### src/rtl/id_ex_operand_stage_if.sv
// rtl/id_ex_operand_stage_if.sv - decode, forwarding and ALU-operand bundle for the ID/EX stage
// The master drives decode, forwarding and pipeline control; the slave is the operand stage.
interface id_ex_operand_stage_if #(
   parameter int XLEN   = 32,
   parameter int REG_AW = 5
);
   logic              stall;
   logic              flush;
   logic              id_valid;
   logic [XLEN-1:0]   id_pc;
   logic [XLEN-1:0]   id_rs1_data;
   logic [XLEN-1:0]   id_rs2_data;
   logic [XLEN-1:0]   id_imm;
   logic [REG_AW-1:0] id_rs1;
   logic [REG_AW-1:0] id_rs2;
   logic [REG_AW-1:0] id_rd;
   logic              id_alu_src;
   logic [2:0]        id_alu_op;
   logic              id_reg_write;
   logic              id_mem_read;
   logic              id_mem_write;
   logic [1:0]        id_result_src;

   logic [REG_AW-1:0] exm_rd;
   logic              exm_reg_write;
   logic [XLEN-1:0]   exm_result;
   logic [REG_AW-1:0] wb_rd;
   logic              wb_reg_write;
   logic [XLEN-1:0]   wb_result;

   logic [XLEN-1:0]   alu_a;
   logic [XLEN-1:0]   alu_b;
   logic [2:0]        alu_op;
   logic [XLEN-1:0]   ex_store_data;
   logic [XLEN-1:0]   ex_pc;
   logic [XLEN-1:0]   ex_imm;
   logic [REG_AW-1:0] ex_rd;
   logic              ex_valid;
   logic              ex_reg_write;
   logic              ex_mem_read;
   logic              ex_mem_write;
   logic [1:0]        ex_result_src;
   logic              load_use_hazard;

   modport master (
      output stall, flush, id_valid, id_pc, id_rs1_data, id_rs2_data, id_imm,
             id_rs1, id_rs2, id_rd, id_alu_src, id_alu_op, id_reg_write,
             id_mem_read, id_mem_write, id_result_src,
             exm_rd, exm_reg_write, exm_result, wb_rd, wb_reg_write, wb_result,
      input  alu_a, alu_b, alu_op, ex_store_data, ex_pc, ex_imm, ex_rd, ex_valid,
             ex_reg_write, ex_mem_read, ex_mem_write, ex_result_src, load_use_hazard
   );

   modport slave (
      input  stall, flush, id_valid, id_pc, id_rs1_data, id_rs2_data, id_imm,
             id_rs1, id_rs2, id_rd, id_alu_src, id_alu_op, id_reg_write,
             id_mem_read, id_mem_write, id_result_src,
             exm_rd, exm_reg_write, exm_result, wb_rd, wb_reg_write, wb_result,
      output alu_a, alu_b, alu_op, ex_store_data, ex_pc, ex_imm, ex_rd, ex_valid,
             ex_reg_write, ex_mem_read, ex_mem_write, ex_result_src, load_use_hazard
   );
endinterface

### src/rtl/id_ex_operand_stage.sv
// rtl/id_ex_operand_stage.sv - ID/EX pipeline register with EX-stage operand forwarding
// Feeds the ALU directly and reports load-use hazards back to the hazard unit.
module id_ex_operand_stage #(
   parameter int XLEN   = 32,
   parameter int REG_AW = 5
) (
   input logic                   clk,
   input logic                   rst_n,
   id_ex_operand_stage_if.slave  bus
);

   typedef struct packed {
      logic              valid;
      logic [XLEN-1:0]   pc;
      logic [XLEN-1:0]   rs1_data;
      logic [XLEN-1:0]   rs2_data;
      logic [XLEN-1:0]   imm;
      logic [REG_AW-1:0] rs1;
      logic [REG_AW-1:0] rs2;
      logic [REG_AW-1:0] rd;
      logic              alu_src;
      logic [2:0]        alu_op;
      logic              reg_write;
      logic              mem_read;
      logic              mem_write;
      logic [1:0]        result_src;
   } ex_regs_t;

   ex_regs_t ex_q, ex_d;

   logic [XLEN-1:0] rs1_fwd;
   logic [XLEN-1:0] rs2_fwd;
   logic            id_reads_rs2;

   // EX/MEM is younger than MEM/WB, so its result wins; x0 is never forwarded.
   function automatic logic [XLEN-1:0] fwd_sel(
      input logic [REG_AW-1:0] src,
      input logic [XLEN-1:0]   rf_data,
      input logic              exm_we,
      input logic [REG_AW-1:0] exm_dst,
      input logic [XLEN-1:0]   exm_val,
      input logic              wb_we,
      input logic [REG_AW-1:0] wb_dst,
      input logic [XLEN-1:0]   wb_val
   );
      logic [XLEN-1:0] sel;
      sel = rf_data;
      if (exm_we && (exm_dst != '0) && (exm_dst == src)) begin
         sel = exm_val;
      end else if (wb_we && (wb_dst != '0) && (wb_dst == src)) begin
         sel = wb_val;
      end
      return sel;
   endfunction

   always_comb begin
      ex_d = ex_q;
      if (bus.flush) begin
         ex_d = '0;
      end else if (!bus.stall) begin
         ex_d.valid      = bus.id_valid;
         ex_d.pc         = bus.id_pc;
         ex_d.rs1_data   = bus.id_rs1_data;
         ex_d.rs2_data   = bus.id_rs2_data;
         ex_d.imm        = bus.id_imm;
         ex_d.rs1        = bus.id_rs1;
         ex_d.rs2        = bus.id_rs2;
         ex_d.rd         = bus.id_rd;
         ex_d.alu_src    = bus.id_alu_src;
         ex_d.alu_op     = bus.id_alu_op;
         ex_d.reg_write  = bus.id_reg_write;
         ex_d.mem_read   = bus.id_mem_read;
         ex_d.mem_write  = bus.id_mem_write;
         ex_d.result_src = bus.id_result_src;
      end
   end

   always_ff @(posedge clk or negedge rst_n) begin
      if (!rst_n) begin
         ex_q <= '0;
      end else begin
         ex_q <= ex_d;
      end
   end

   always_comb begin
      rs1_fwd = fwd_sel(ex_q.rs1, ex_q.rs1_data, bus.exm_reg_write, bus.exm_rd, bus.exm_result,
                        bus.wb_reg_write, bus.wb_rd, bus.wb_result);
      rs2_fwd = fwd_sel(ex_q.rs2, ex_q.rs2_data, bus.exm_reg_write, bus.exm_rd, bus.exm_result,
                        bus.wb_reg_write, bus.wb_rd, bus.wb_result);
   end

   assign bus.alu_a         = rs1_fwd;
   assign bus.alu_b         = ex_q.alu_src ? ex_q.imm : rs2_fwd;
   assign bus.ex_store_data = rs2_fwd;
   assign bus.alu_op        = ex_q.alu_op;
   assign bus.ex_pc         = ex_q.pc;
   assign bus.ex_imm        = ex_q.imm;
   assign bus.ex_rd         = ex_q.rd;
   assign bus.ex_valid      = ex_q.valid;
   assign bus.ex_result_src = ex_q.result_src;

   // A slot that is not valid must not have side effects downstream.
   assign bus.ex_reg_write  = ex_q.valid & ex_q.reg_write;
   assign bus.ex_mem_read   = ex_q.valid & ex_q.mem_read;
   assign bus.ex_mem_write  = ex_q.valid & ex_q.mem_write;

   // Stores consume rs2 as data even when B takes the immediate.
   assign id_reads_rs2 = !bus.id_alu_src || bus.id_mem_write;

   assign bus.load_use_hazard = ex_q.valid && ex_q.mem_read && (ex_q.rd != '0) && bus.id_valid &&
                                ((ex_q.rd == bus.id_rs1) || ((ex_q.rd == bus.id_rs2) && id_reads_rs2));

endmodule

### src/flat_wrapper.sv
// flat-port wrapper written by rule: the top's interface ports become plain ports
module id_ex_operand_stage_flat 
#(
   parameter int XLEN   = 32,
   parameter int REG_AW = 5
)
  (clk, rst_n, bus_stall, bus_flush, bus_id_valid, bus_id_pc, bus_id_rs1_data, bus_id_rs2_data, bus_id_imm, bus_id_rs1, bus_id_rs2, bus_id_rd, bus_id_alu_src, bus_id_alu_op, bus_id_reg_write, bus_id_mem_read, bus_id_mem_write, bus_id_result_src, bus_exm_rd, bus_exm_reg_write, bus_exm_result, bus_wb_rd, bus_wb_reg_write, bus_wb_result, bus_alu_a, bus_alu_b, bus_alu_op, bus_ex_store_data, bus_ex_pc, bus_ex_imm, bus_ex_rd, bus_ex_valid, bus_ex_reg_write, bus_ex_mem_read, bus_ex_mem_write, bus_ex_result_src, bus_load_use_hazard);
  id_ex_operand_stage_if #(.XLEN(XLEN), .REG_AW(REG_AW)) bus_i ();
  input logic clk;
  input logic rst_n;
  input wire logic [$bits(bus_i.stall)-1:0] bus_stall;
  input wire logic [$bits(bus_i.flush)-1:0] bus_flush;
  input wire logic [$bits(bus_i.id_valid)-1:0] bus_id_valid;
  input wire logic [$bits(bus_i.id_pc)-1:0] bus_id_pc;
  input wire logic [$bits(bus_i.id_rs1_data)-1:0] bus_id_rs1_data;
  input wire logic [$bits(bus_i.id_rs2_data)-1:0] bus_id_rs2_data;
  input wire logic [$bits(bus_i.id_imm)-1:0] bus_id_imm;
  input wire logic [$bits(bus_i.id_rs1)-1:0] bus_id_rs1;
  input wire logic [$bits(bus_i.id_rs2)-1:0] bus_id_rs2;
  input wire logic [$bits(bus_i.id_rd)-1:0] bus_id_rd;
  input wire logic [$bits(bus_i.id_alu_src)-1:0] bus_id_alu_src;
  input wire logic [$bits(bus_i.id_alu_op)-1:0] bus_id_alu_op;
  input wire logic [$bits(bus_i.id_reg_write)-1:0] bus_id_reg_write;
  input wire logic [$bits(bus_i.id_mem_read)-1:0] bus_id_mem_read;
  input wire logic [$bits(bus_i.id_mem_write)-1:0] bus_id_mem_write;
  input wire logic [$bits(bus_i.id_result_src)-1:0] bus_id_result_src;
  input wire logic [$bits(bus_i.exm_rd)-1:0] bus_exm_rd;
  input wire logic [$bits(bus_i.exm_reg_write)-1:0] bus_exm_reg_write;
  input wire logic [$bits(bus_i.exm_result)-1:0] bus_exm_result;
  input wire logic [$bits(bus_i.wb_rd)-1:0] bus_wb_rd;
  input wire logic [$bits(bus_i.wb_reg_write)-1:0] bus_wb_reg_write;
  input wire logic [$bits(bus_i.wb_result)-1:0] bus_wb_result;
  output wire logic [$bits(bus_i.alu_a)-1:0] bus_alu_a;
  output wire logic [$bits(bus_i.alu_b)-1:0] bus_alu_b;
  output wire logic [$bits(bus_i.alu_op)-1:0] bus_alu_op;
  output wire logic [$bits(bus_i.ex_store_data)-1:0] bus_ex_store_data;
  output wire logic [$bits(bus_i.ex_pc)-1:0] bus_ex_pc;
  output wire logic [$bits(bus_i.ex_imm)-1:0] bus_ex_imm;
  output wire logic [$bits(bus_i.ex_rd)-1:0] bus_ex_rd;
  output wire logic [$bits(bus_i.ex_valid)-1:0] bus_ex_valid;
  output wire logic [$bits(bus_i.ex_reg_write)-1:0] bus_ex_reg_write;
  output wire logic [$bits(bus_i.ex_mem_read)-1:0] bus_ex_mem_read;
  output wire logic [$bits(bus_i.ex_mem_write)-1:0] bus_ex_mem_write;
  output wire logic [$bits(bus_i.ex_result_src)-1:0] bus_ex_result_src;
  output wire logic [$bits(bus_i.load_use_hazard)-1:0] bus_load_use_hazard;
  assign bus_i.stall = bus_stall;
  assign bus_i.flush = bus_flush;
  assign bus_i.id_valid = bus_id_valid;
  assign bus_i.id_pc = bus_id_pc;
  assign bus_i.id_rs1_data = bus_id_rs1_data;
  assign bus_i.id_rs2_data = bus_id_rs2_data;
  assign bus_i.id_imm = bus_id_imm;
  assign bus_i.id_rs1 = bus_id_rs1;
  assign bus_i.id_rs2 = bus_id_rs2;
  assign bus_i.id_rd = bus_id_rd;
  assign bus_i.id_alu_src = bus_id_alu_src;
  assign bus_i.id_alu_op = bus_id_alu_op;
  assign bus_i.id_reg_write = bus_id_reg_write;
  assign bus_i.id_mem_read = bus_id_mem_read;
  assign bus_i.id_mem_write = bus_id_mem_write;
  assign bus_i.id_result_src = bus_id_result_src;
  assign bus_i.exm_rd = bus_exm_rd;
  assign bus_i.exm_reg_write = bus_exm_reg_write;
  assign bus_i.exm_result = bus_exm_result;
  assign bus_i.wb_rd = bus_wb_rd;
  assign bus_i.wb_reg_write = bus_wb_reg_write;
  assign bus_i.wb_result = bus_wb_result;
  assign bus_alu_a = bus_i.alu_a;
  assign bus_alu_b = bus_i.alu_b;
  assign bus_alu_op = bus_i.alu_op;
  assign bus_ex_store_data = bus_i.ex_store_data;
  assign bus_ex_pc = bus_i.ex_pc;
  assign bus_ex_imm = bus_i.ex_imm;
  assign bus_ex_rd = bus_i.ex_rd;
  assign bus_ex_valid = bus_i.ex_valid;
  assign bus_ex_reg_write = bus_i.ex_reg_write;
  assign bus_ex_mem_read = bus_i.ex_mem_read;
  assign bus_ex_mem_write = bus_i.ex_mem_write;
  assign bus_ex_result_src = bus_i.ex_result_src;
  assign bus_load_use_hazard = bus_i.load_use_hazard;
  id_ex_operand_stage #(.XLEN(XLEN), .REG_AW(REG_AW)) u_core (.clk(clk), .rst_n(rst_n), .bus(bus_i));
endmodule
### config.mk
export PLATFORM = sky130hd
export DESIGN_NAME = id_ex_operand_stage_flat
export DESIGN_NICKNAME = d
export VERILOG_FILES = /design/src/rtl/id_ex_operand_stage_if.sv /design/src/rtl/id_ex_operand_stage.sv /design/src/flat_wrapper.sv
export SDC_FILE = /design/constraint.sdc
export NUM_CORES = 1
export LEC_CHECK = 0
export ABC_AREA = 1
export BUFFER_PORTS_ARGS = -buffer_cell sky130_fd_sc_hd__buf_4
export CORE_MARGIN = 5
export CORE_UTILIZATION = 40
export DETAILED_ROUTE_END_ITERATION = 16
export PLACE_DENSITY = 0.78
export SKIP_LAST_GASP = 1
export SLEW_MARGIN = 20
export SYNTH_ARGS = -nofsm -noshare
export SYNTH_HDL_FRONTEND = slang
export SYNTH_SLANG_ARGS = --single-unit
### constraint.sdc
create_clock -name clk -period 1.8 [get_ports clk]
set_input_delay 0.18 -clock clk [delete_from_list [all_inputs] [get_ports clk]]
set_output_delay 0.18 -clock clk [all_outputs]
set_load 0.02 [all_outputs]
# Word level (Yosys, flattened, before mapping)
# Index checks and enable logic that the tools add are counted.
# totals
register_bits,153
# op_classes
n_eq_ne,7
mux,7
bitwise,3
n_reduce_logical,17
# op_table
cell,count
153-bit two-way mux,2
32-bit two-way mux,5
5-bit == test,6
5-bit nonzero test,3
1-bit logical AND,11
1-bit bitwise AND,3
1-bit logical OR,2
2-bit by 1-bit != test with 1-bit output (second input constant),1
1-bit zero test,1

# Depth between registers and ports, before layout
# depth
word_depth,6
mapped_depth,11
ltp_nobuf,10

# Least setup slack after synthesis
# Ideal clock, no wire load.
# synth_path
path_type,register to output
startpoint,register u_core.ex_q[22] (netlist bit)
endpoint,output bus_alu_a[3]
arrival_ns,1.621
required_time_ns,1.620
path_slack_ns,-0.001
stages_incl_launch_ff,6
n_path_buf,1
path_cell_list,dfrtp_1 xor2_1 nor3_1 nand3_2 clkbuf_1 o21ai_0
# synth_via
elab_chain_len,4
word_cells_on_any_way,6
classes_between,eq/ne (2); mux (2); reduce/logical (2)
# synth_lines
item,line_no,source
from (decl),id_ex_operand_stage.sv:29,"ex_regs_t ex_q, ex_d;"
from (signal assigned),id_ex_operand_stage.sv:80,ex_q <= '0;
from (signal assigned),id_ex_operand_stage.sv:82,ex_q <= ex_d;
5-bit == test,id_ex_operand_stage.sv:50,end else if (wb_we && (wb_dst != '0) && (wb_dst == src)) begin
1-bit logical AND,id_ex_operand_stage.sv:50,
32-bit two-way mux,id_ex_operand_stage.sv:50,
32-bit two-way mux (*),id_ex_operand_stage.sv:48,if (exm_we && (exm_dst != '0) && (exm_dst == src)) begin
to (decl),flat_wrapper.sv:33,output wire logic [$bits(bus_i.alu_a)-1:0] bus_alu_a;
# Every way passes the cells marked *; elsewhere a longest branch is shown, timed or not.

# Worst setup path after layout
# layout_path
startpoint,register u_core.ex_q[15] (netlist bit)
endpoint,output bus_ex_store_data[8]
# layout_via
elab_chain_len,4
word_cells_on_any_way,6
classes_between,eq/ne (2); mux (2); reduce/logical (2)
# layout_lines
item,line_no,source
5-bit == test,id_ex_operand_stage.sv:50,
1-bit logical AND,id_ex_operand_stage.sv:50,
32-bit two-way mux,id_ex_operand_stage.sv:50,
32-bit two-way mux (*),id_ex_operand_stage.sv:48,
to (decl),flat_wrapper.sv:36,output wire logic [$bits(bus_i.ex_store_data)-1:0] bus_ex_store_data;
# Marks and branches as above.

==> results.py <==
metrics = {
    "outcome": {
        "status": "complete, but fails checks",
        "failed_checks": "negative setup slack",
    },
    "finish": {
        "final_cells": 2028,
        "drive_gt1_share_pct": 37.1,
        "fin_util_pct": 63.0,
        "fillCellCount": 1989,
        "syn_to_final_growth_pct": 54.7,
        "finish.net_count": 1928,
    },
    "floorplan": {
        "coreArea_mm2": 0.0235,
        "io_pins": 408,
        "die_w_um": 165,
        "dieArea_mm2": 0.0271,
        "std_cell_rows": 56,
        "start_util_pct": 40.7,
        "die_h_um": 165,
    },
    "setup_path": {
        "rrSetupSlack_ns": 0.79,
        "endpoint_kind": "output pin",
        "crit_type": "reg -> out",
        "critical_path_arrival_ns": 2.19,
        "endpoint": "bus_ex_store_data[8]",
        "slowest_delay_ns": 0.44,
        "slowest_stage": "dfrtp_1",
        "reg2reg_to": "u_core.ex_q[8]",
        "startpoint_type": "register",
        "crit_chain": "inv_2, nand2_1, nand2_1, nand2_2, nor2_4, nand3_4, buf_12, nand2_1, nand3_2, and2_4, buf_4",
        "rr_worst_depth": 3,
        "crit_path_start": "u_core.ex_q[15]",
        "rr_startpoint": "u_core.ex_q[8]",
        "required_ns": 1.62,
        "cp_common_cell": "nand2_1",
        "crit_path_max_fanout": 8,
    },
    "route": {
        "drc": 0,
        "drt-pass1-iter-count": 9,
        "ant_nets": 0,
        "drt-total-wl_mm": 41.3,
        "drt_iter0_drc": 1032,
        "via_count": 11100,
        "vias_per_cell": 5.46,
        "wire_per_inst_um": 20.3,
    },
    "power_and_ir_drop": {
        "irDropWorstVdd_uv": 578,
        "switching_share_pct": 33.2,
        "seq_power_share_pct": 35.9,
        "power.density_mw_per_mm2": 721,
        "comb_power_share_pct": 28.5,
        "power.switching_mw": 3.54,
        "internal-power_mw": 7.12,
        "cellLeakagePower_nw": 7.71,
        "p_clk_share_pct": 35.6,
    },
    "clocking": {
        "cts-buffers-inserted": 17,
        "cts_htree_levels": 4,
        "cts_tree": "done",
        "cts_sinks": 153,
        "path_clk_slew_ns": 0.07,
        "cts-root-buf": "clkbuf_16",
        "clkLatencyLatePin_ns": 0.42,
        "clockBufferDepth": 2,
    },
    "sta": {
        "rsz0062_at_grt": "yes",
        "tightestPinTransition_ns": 0.700,
        "setup_slack_ns": -0.568,
        "slew-limit-headroom_pct": 53.3,
        "min_period_over_period_pct": 132,
        "final.setup_skew_ns": 0,
        "timing.hold.ws_ns": 0.0128,
        "setup_viol": 97,
        "finalCriticalPeriod_ns": 2.37,
        "max_freq_mhz": 422,
        "slew_violations": 0,
        "hold_violations": 0,
        "fin_setup_tns_ns": -47.59,
    },
    "yosys": {
        "synth.net_count": 1554,
        "ys_types": 27,
        "synth_seq_area_share_pct": 40.1,
        "ys_warn_count": 0,
        "ys_seq_elements": 153,
        "synth_edf_count": 0,
        "synth_area_mm2": 0.00956,
        "syn_area_per_cell_um2": 7.24,
        "ys.flop_type": "dfrtp_1",
        "synth-async-reset-ratio_pct": 100,
        "synth_cells": 1321,
    },
    "grt": {
        "overflow": 0,
        "grt_pass1_vias": 10600,
        "grt_pass1_wl_mm": 59.0,
        "grt_use_total_pct": 28.0,
        "antenna_found_initial": 0,
        "grt_max_degree": 124,
    },
    "flow_run": {
        "cap_violations": 0,
    },
    "worst_hold_path": {
        "holdPathStages": 3,
        "hold_class": "in -> reg",
    },
    "placed_design": {
        "gp_congestion": 0.889,
        "numPortBuffers": 407,
        "dp_hpwl_mm": 28.0,
        "place_inst": 1910,
    },
}
==> logic make-up (layout without fill, tap and decap cells) <==
kind of cell           Yosys count  after routing  share of synthesized area, %
AO/OA/AOI/OAI                  155            155                          8.23
XOR/XNOR                        23             23                          2.11
flip-flops                     153            153                          40.1
buffers and inverters          296            683                          15.6
other                            0              1                             0
AND/OR/NAND/NOR                694            694                          34.0
==> sequential cells by signal (all words and copies together) (netlist names) <==
signal and count:
u_core.ex_q 78, u_core.bus.ex_imm 32, u_core.bus.ex_pc 32, u_core.bus.ex_rd 5
u_core.bus.alu_op 3, u_core.bus.ex_result_src 2, u_core.bus.ex_valid 1
==> power by group through the flow <==
| stage | logic [mW] | clock network, mW | registers, mW |
|---|---|---|---|
| floorplan | 1.44 | 0 | 3.82 |
| global placement | 2.63 | 0 | 3.87 |
| detailed placement | 2.66 | 0 | 3.87 |
| CTS | 2.86 | 3.85 | 3.81 |
| global route | 3.25 | 4.00 | 3.84 |
| finish | 3.04 | 3.80 | 3.82 |
==> synth_stat cells (all sizes together) (2+ instances only) <==
master    n  area share, %
a211oi    2           0.16
a21oi     2           0.10
and2     33            2.2
buf     134            9.2
clkbuf   46            1.8
dfrtp   153             40
inv     116            4.6
nand2   255             10
nand3   358             19
nand4    33            2.2
nor2     11           0.48
nor3      3           0.27
o21ai   148            7.7
o22ai     2           0.13
xnor2     8           0.73
xor2     15            1.4
==> layer usage <==
metal / routed length, um / global-route usage [%] / share of wire [%] / vias up
met2: 19700 / 46.3 / 48 / 683
met5: 0 / 0 / 0 / -
met3: 4470 / 6.96 / 11 / 117
li1: - / - / - / 5055
met4: 1560 / 11.5 / 3.8 / 0
met1: 15600 / 35.0 / 38 / 5222
==> cell usage in the layout (no fill, tap or decap), drive strengths merged, types with 3 or more instances in the layout <==
cell type,n
and2,33
buf,466
clkbuf,20
clkinv,3
dfrtp,153
dlygate4sd3,66
inv,124
nand2,255
nand3,358
nand4,33
nor2,11
nor3,3
o21ai,148
xnor2,8
xor2,15
==> final cells by class <==
cell class              count  area [um2]  share of cell area, %
repair buffers            535        4650                   31.5
inverters                 116         443                   3.00
diodes                      1        2.50                 0.0169
clock inverters            15         183                   1.24
flip-flops and latches    153        3830                   25.9
multi-input cells         872        4850                   32.8
clock buffers              17         425                   2.88
well taps                 319         399                   2.70
==> worst min-delay path by stage <==
| stage | slack, ns | end | startpoint |
|---|---|---|---|
| 2_1_floorplan | -0.12 | u_core.bus.alu_op[0] | rst_n |
| 3_3_place_gp | 0.13 | u_core.ex_q[100] | rst_n |
| 3_5_place_dp | 0.13 | u_core.ex_q[102] | rst_n |
| 4_1_cts | 0.00004 | u_core.ex_q[93] | bus_id_rs1_data[5] |
| 5_1_grt | 0.005 | u_core.bus.ex_imm[1] | bus_id_imm[1] |
| 6_report | 0.01 | u_core.bus.ex_pc[6] | bus_id_pc[6] |
==> metrics by stage <==
step	cell area, um2	power (mW)	worst slack, ns
6_report	14800	10.7	-0.568
5_1_grt	14800	11.1	-0.652
4_1_cts	14200	10.5	-0.536
3_3_place_gp	12600	6.49	-0.106
2_1_floorplan	9560	5.26	-0.00126
3_5_place_dp	12600	6.53	-0.0967
==> repair_timing <==
item,in CTS,in global routing
gates resized for setup,50,138
setup buffers,10,2
pin swaps,1,14
cloned,3,4
endpoints found under the hold margin,97,0
hold buffers,66,0
endpoints found under the setup margin,97,97
==> critical path, delay by kind of cell (launching register included) <==
family / cells / cell delay [ns]
buf+inv: 3 / 0.43
simple gates: 8 / 0.89
flops: 1 / 0.44
No activity file was read; power rests on OpenSTA's default activity.
